**config.mk**
```make
export PLATFORM = sky130hd
export DESIGN_NAME = elevator_dispatch_ctrl
export DESIGN_NICKNAME = d
export VERILOG_FILES = /design/src/rtl/elevator_dispatch_ctrl.sv
export SDC_FILE = /design/constraint.sdc
export NUM_CORES = 1
export LEC_CHECK = 0
export ABC_AREA = 1
export CAP_MARGIN = 25
export CORE_ASPECT_RATIO = 0.7
export CORE_MARGIN = 2
export CORE_UTILIZATION = 50
export DETAILED_ROUTE_END_ITERATION = 10
export PLACE_DENSITY = 0.86
export SETUP_SLACK_MARGIN = 0.05
export SYNTH_ARGS = -nofsm -noshare
export SYNTH_HDL_FRONTEND = slang
export SYNTH_SLANG_ARGS = --single-unit
```
**constraint.sdc**
```tcl
create_clock -name clk -period 3.3 [get_ports clk]
set_clock_uncertainty 0.15 [all_clocks]
set_input_delay 0.66 -clock clk [delete_from_list [all_inputs] [get_ports clk]]
set_output_delay 0.66 -clock clk [all_outputs]
set_load 0.02 [all_outputs]
```
**src/rtl/elevator_dispatch_ctrl.sv**
```systemverilog
// SCAN call scheduler for a single elevator car: latches calls, tracks the car floor,
// chooses the travel direction and sequences motor, door dwell and emergency handling.
module elevator_dispatch_ctrl #(
    parameter int NUM_FLOORS  = 4,
    parameter int DOOR_CYCLES = 8,
    localparam int FW = $clog2(NUM_FLOORS)
) (
    input  logic                  clk,
    input  logic                  rst,
    input  logic [NUM_FLOORS-1:0] call_req,
    input  logic [NUM_FLOORS-1:0] floor_sensor,
    input  logic                  emergency_stop,
    input  logic                  clear_emergency,
    output logic                  motor_up,
    output logic                  motor_down,
    output logic                  door_open,
    output logic                  alarm,
    output logic                  busy,
    output logic [FW-1:0]         current_floor,
    output logic [NUM_FLOORS-1:0] pending
);

    localparam int CW = (DOOR_CYCLES > 1) ? $clog2(DOOR_CYCLES) : 1;
    localparam logic [CW-1:0] DOOR_LOAD = CW'(DOOR_CYCLES - 1);
    localparam logic [FW-1:0] TOP_FLOOR = FW'(NUM_FLOORS - 1);

    typedef enum logic [2:0] {
        S_IDLE,
        S_MOVE_UP,
        S_MOVE_DOWN,
        S_DOOR,
        S_EMERG
    } state_t;

    state_t                state_q, state_d;
    logic [NUM_FLOORS-1:0] pending_q, pending_d;
    logic [FW-1:0]         floor_q, floor_d;
    logic                  dir_up_q, dir_up_d;
    logic [CW-1:0]         door_cnt_q, door_cnt_d;

    logic [NUM_FLOORS-1:0] eff;
    logic [NUM_FLOORS-1:0] call_mask;
    logic                  above, below, here;
    logic                  sensor_valid;
    logic [FW-1:0]         sensor_idx;

    always_comb begin
        eff          = pending_q | call_req;
        above        = 1'b0;
        below        = 1'b0;
        sensor_idx   = '0;
        for (int i = 0; i < NUM_FLOORS; i++) begin
            if (eff[i] && (i > int'(floor_q))) above = 1'b1;
            if (eff[i] && (i < int'(floor_q))) below = 1'b1;
            if (floor_sensor[i]) sensor_idx = FW'(i);
        end
        here         = eff[floor_q];
        sensor_valid = $onehot(floor_sensor);
        // A button at the open-door floor extends the dwell instead of queueing a revisit.
        call_mask    = call_req;
        if (state_q == S_DOOR) call_mask[floor_q] = 1'b0;
    end

    always_comb begin
        state_d    = state_q;
        pending_d  = pending_q | call_mask;
        floor_d    = sensor_valid ? sensor_idx : floor_q;
        dir_up_d   = dir_up_q;
        door_cnt_d = door_cnt_q;

        case (state_q)
            S_IDLE: begin
                if (here) begin
                    state_d            = S_DOOR;
                    pending_d[floor_q] = 1'b0;
                    door_cnt_d         = DOOR_LOAD;
                end else if (above && (dir_up_q || !below)) begin
                    state_d  = S_MOVE_UP;
                    dir_up_d = 1'b1;
                end else if (below) begin
                    state_d  = S_MOVE_DOWN;
                    dir_up_d = 1'b0;
                end
            end
            S_MOVE_UP, S_MOVE_DOWN: begin
                if (sensor_valid) begin
                    if (eff[sensor_idx]) begin
                        state_d               = S_DOOR;
                        pending_d[sensor_idx] = 1'b0;
                        door_cnt_d            = DOOR_LOAD;
                    end else if ((state_q == S_MOVE_UP   && sensor_idx == TOP_FLOOR) ||
                                 (state_q == S_MOVE_DOWN && sensor_idx == '0)) begin
                        state_d = S_IDLE;
                    end
                end
            end
            S_DOOR: begin
                if (call_req[floor_q]) begin
                    door_cnt_d = DOOR_LOAD;
                end else if (door_cnt_q == '0) begin
                    state_d = S_IDLE;
                end else begin
                    door_cnt_d = door_cnt_q - CW'(1);
                end
            end
            S_EMERG: begin
                pending_d = pending_q;
                if (clear_emergency && !emergency_stop) state_d = S_IDLE;
            end
            default: state_d = S_IDLE;
        endcase

        if (emergency_stop) begin
            state_d   = S_EMERG;
            pending_d = '0;
        end
    end

    always_ff @(posedge clk) begin
        if (rst) begin
            state_q    <= S_IDLE;
            pending_q  <= '0;
            floor_q    <= '0;
            dir_up_q   <= 1'b1;
            door_cnt_q <= '0;
        end else begin
            state_q    <= state_d;
            pending_q  <= pending_d;
            floor_q    <= floor_d;
            dir_up_q   <= dir_up_d;
            door_cnt_q <= door_cnt_d;
        end
    end

    assign motor_up      = (state_q == S_MOVE_UP);
    assign motor_down    = (state_q == S_MOVE_DOWN);
    assign door_open     = (state_q == S_DOOR);
    assign alarm         = (state_q == S_EMERG);
    assign busy          = (state_q != S_IDLE);
    assign current_floor = floor_q;
    assign pending       = pending_q;

endmodule

```
==> results by group <==
Synthesis
  – Post-synthesis simple-gate area fraction: 0.483
  – Post-synthesis compound-gate area fraction: 0.125
  – Yosys top cell by area: dfxtp_1
  – Yosys warns: 0
  – Mux cell area share after synthesis: 0
  – XOR/XNOR Fraction of Synth Area: 0.00729
  – Largest family of logic cells by synthesized area: simple AND/OR/NAND/NOR gates
  – Number of distinct library cells after synthesis: 23
  – Ys flop type: dfxtp_1
  – Post-Synth Adder-Cell Area: 0.0583
  – Yosys top cell area share: 0.217
  – Synth Instances: 205
  – Synth top cells by count: nand2_1 (61), inv_1 (26), nor2_1 (25)
  – Mean Syn Cell Area: 5.86 um^2
  – Synthesized flop and latch total: 13
  – Post-synth EDFFs: 0
  – Ys async rst share: 0
  – Sequential cell area fraction in the yosys report: 0.217
  – Post-Syn Area: 0.00120 mm^2
  – Synth Net Count: 222
  – Most common cell in the synthesized netlist: nand2_1
  – Top cells by area, synth: dfxtp_1 (22%), nand2_1 (19%), nand3_1 (8.8%)

Worst setup path
  – Critical Path Most Common Cell: nor2_1
  – Reg2Reg Depth: 11
  – Start point of the critical path: floor_sensor[1]
  – Cell family with most CP delay: adder cells
  – R2R Path Start: current_floor[1]
  – Worst setup EP type: register
  – CP max stage delay: 0.51 ns
  – Critical path arrival: 3.13 ns
  – Worst EP required: 3.35 ns
  – Critical path startpoint category: input pin
  – Crit-path cells: clkdlybuf4s50_1 > inv_1 > fa_1 > inv_1 > ha_1 > ha_1 > nor2_1 > nand2_1 > nand2_2 > nand2_1 > nor2_4 > nand3_2 > nor2_1 > nor2_1
  – R2R Path End: state_q[1]
  – Critical path depth in cells: 14
  – FF-to-FF setup slack: 1.61 ns
  – Buffers and inverters on the worst path: 3
  – Crit Path Category: in2reg
  – Crit Path Max Fanout: 6
  – CP endpoint: door_cnt_q[0]
  – Crit path max-delay cell type: fa_1

Die
  – Die H: 45.0 um
  – DIE AREA: 0.00282 mm^2
  – Rows: 14
  – Die extent in x: 62.6 um
  – Core area: 0.00221 mm^2
  – Starting Density: 0.544
  – # IOs: 23

Routing
  – # DRC: 0
  – First drt pass iteration count: 4
  – Routed wire length: 3070 um
  – Routed Antenna Nets: 0
  – Drt via density: 5.18
  – Wirelength per Cell: 11.5 um
  – Vias: 1384
  – DR iter-0 viols: 101

Global route
  – Vias in the first global route: 1131
  – GRT overflow: 0
  – GR Util All Layers: 0.235
  – First-pass GRT wire length: 5130 um
  – Largest net degree at the start of global routing: 10
  – Initial antenna violation count: 0

Status
  – Outcome: finished, final reports clean

Final layout
  – Nets@finish: 253
  – Fillers: 217
  – Ant. Diodes: 0
  – Share of post-route cells with drive strength above 1: 0.145
  – Area grow syn2layout: 26.4%

Pwr
  – Power per Cell Area: 507 mW/mm^2
  – P_leak: 0.758 nW
  – Max VDD drop: 0.278 mV

STA
  – Period Utilization, post-route: 0.934
  – Hold slack: 0.357 ns
  – Final setup viols: 0
  – RSZ-0062 raised after global routing: no
  – Worst rel slew slack: 0.735
  – Final setup margin: 0.218 ns
  – Final Hold Vio Count: 0
  – Final Critical Period: 3.08 ns
  – Worst slew pin tran: 0.396 ns
  – Fmax: 325 MHz
  – Slew Limit Fails: 0
  – Setup TNS: 0 ns

Placement
  – Final Wtd Congestion: 0.874
  – Detailed placement HPWL: 2460 um
  – Pre-CTS setup slack: -0.0568 ns
  – Port bufs: 22

Clock tree
  – Postcts setup bufs: 0
  – Htree depth: 1
  – CTS Buffer Depth: 2
  – Total CTS buffers: 3
  – Post-CTS sizing: 0
  – CTS tree: done
  – Clock Sinks: 13
  – Skew-Pair Late Insertion Delay: 0.29 ns
  – Clk root buf: clkbuf_4
  – Clk slew on worst S/H paths: 0.09 ns
  – Hold_buf cts: 0

Hold path
  – Worst Hold Path Cells: 2
  – Min-delay worst type: reg2reg

Job
  – Max Cap Viol: 0
-- how the worst min path moves through the flow --
stage | from | to | slack, ns
2_1_floorplan | dir_up_q | dir_up_q | 0.30
3_3_place_gp | dir_up_q | dir_up_q | 0.33
3_5_place_dp | dir_up_q | dir_up_q | 0.34
4_1_cts | dir_up_q | dir_up_q | 0.36
5_1_grt | door_cnt_q[2] | door_cnt_q[2] | 0.39
6_report | dir_up_q | dir_up_q | 0.36
-- cell type report --
type	instances	area, um^2	share of cell area
Multi-Input combinational cell	157	810	0.533
Sequential cell	13	260	0.171
Timing Repair Buffer	26	250	0.165
Inverter	35	131	0.0866
Tap cell	32	40.0	0.0264
Clock buffer	4	26.3	0.0173
-- tightest hold or removal path, cell delays in order, from the launching register on --
cell and delay (ns):
dfxtp_1 0.34, o21ai_1 0.07, o211ai_1 0.07
-- where the power goes --
part	internal [mW]	leakage [nW]	switching, mW	total [mW]
clock	0.0471	0.0150	0.0590	0.106
combinational	0.172	0.636	0.272	0.444
sequential	0.187	0.107	0.0329	0.220
-- sequential cells by signal (all words and copies together) (netlist names) --
signal,cells
pending,4
door_cnt_q,3
state_q,3
current_floor,2
dir_up_q,1
-- metrics by stage --
step | utilization | area, um^2 | total power [mW] | std cells
after floorplan | - | 1200 | 0.532 | 205
after global placement | 0.676 | 1490 | 0.647 | 263
after detailed placement | 0.676 | 1490 | 0.658 | 263
after CTS | 0.688 | 1520 | 0.765 | 267
after global routing | 0.688 | 1520 | 0.832 | 267
final | 0.688 | 1520 | 0.769 | 267
-- cell usage in the layout, fill, tap and decap left out --
master	synthesis	final
inv_2	9	9
a21oi_2	2	2
nand2_2	5	5
clkdlybuf4s50_1	0	22
fa_1	1	1
nor2_4	2	2
dfxtp_1	13	13
nand3_2	4	4
o21ai_0	4	4
buf_4	0	4
clkbuf_4	0	3
nor2_2	3	3
and2_1	1	1
nor2_1	25	25
o21ai_1	2	2
ha_1	4	4
nand2_1	61	61
o21bai_1	2	2
nand4_1	2	2
nor3_2	1	1
nand3_1	21	21
xnor2_1	1	1
nand2_4	1	1
a21oi_1	10	10
clkbuf_1	0	1
o211ai_1	5	5
inv_1	26	26
-- cell families (layout without fill, tap and decap cells) --
| kind of cell | count (synthesis) | in the layout |
|---|---|---|
| xor+xnor | 1 | 1 |
| fa+ha+maj | 5 | 5 |
| flops | 13 | 13 |
| simple gates | 126 | 126 |
| buf+inv | 35 | 65 |
| compound gates | 25 | 25 |
-- routing by layer --
metal,global-route usage,part of all wire,vias up
met5,0,0,-
met1,0.349,0.49,601
met2,0.355,0.40,66
met3,0.0499,0.10,5
met4,0.0489,0.0068,0
li1,-,-,712
Note: power is estimated with default switching activity, not from simulation.
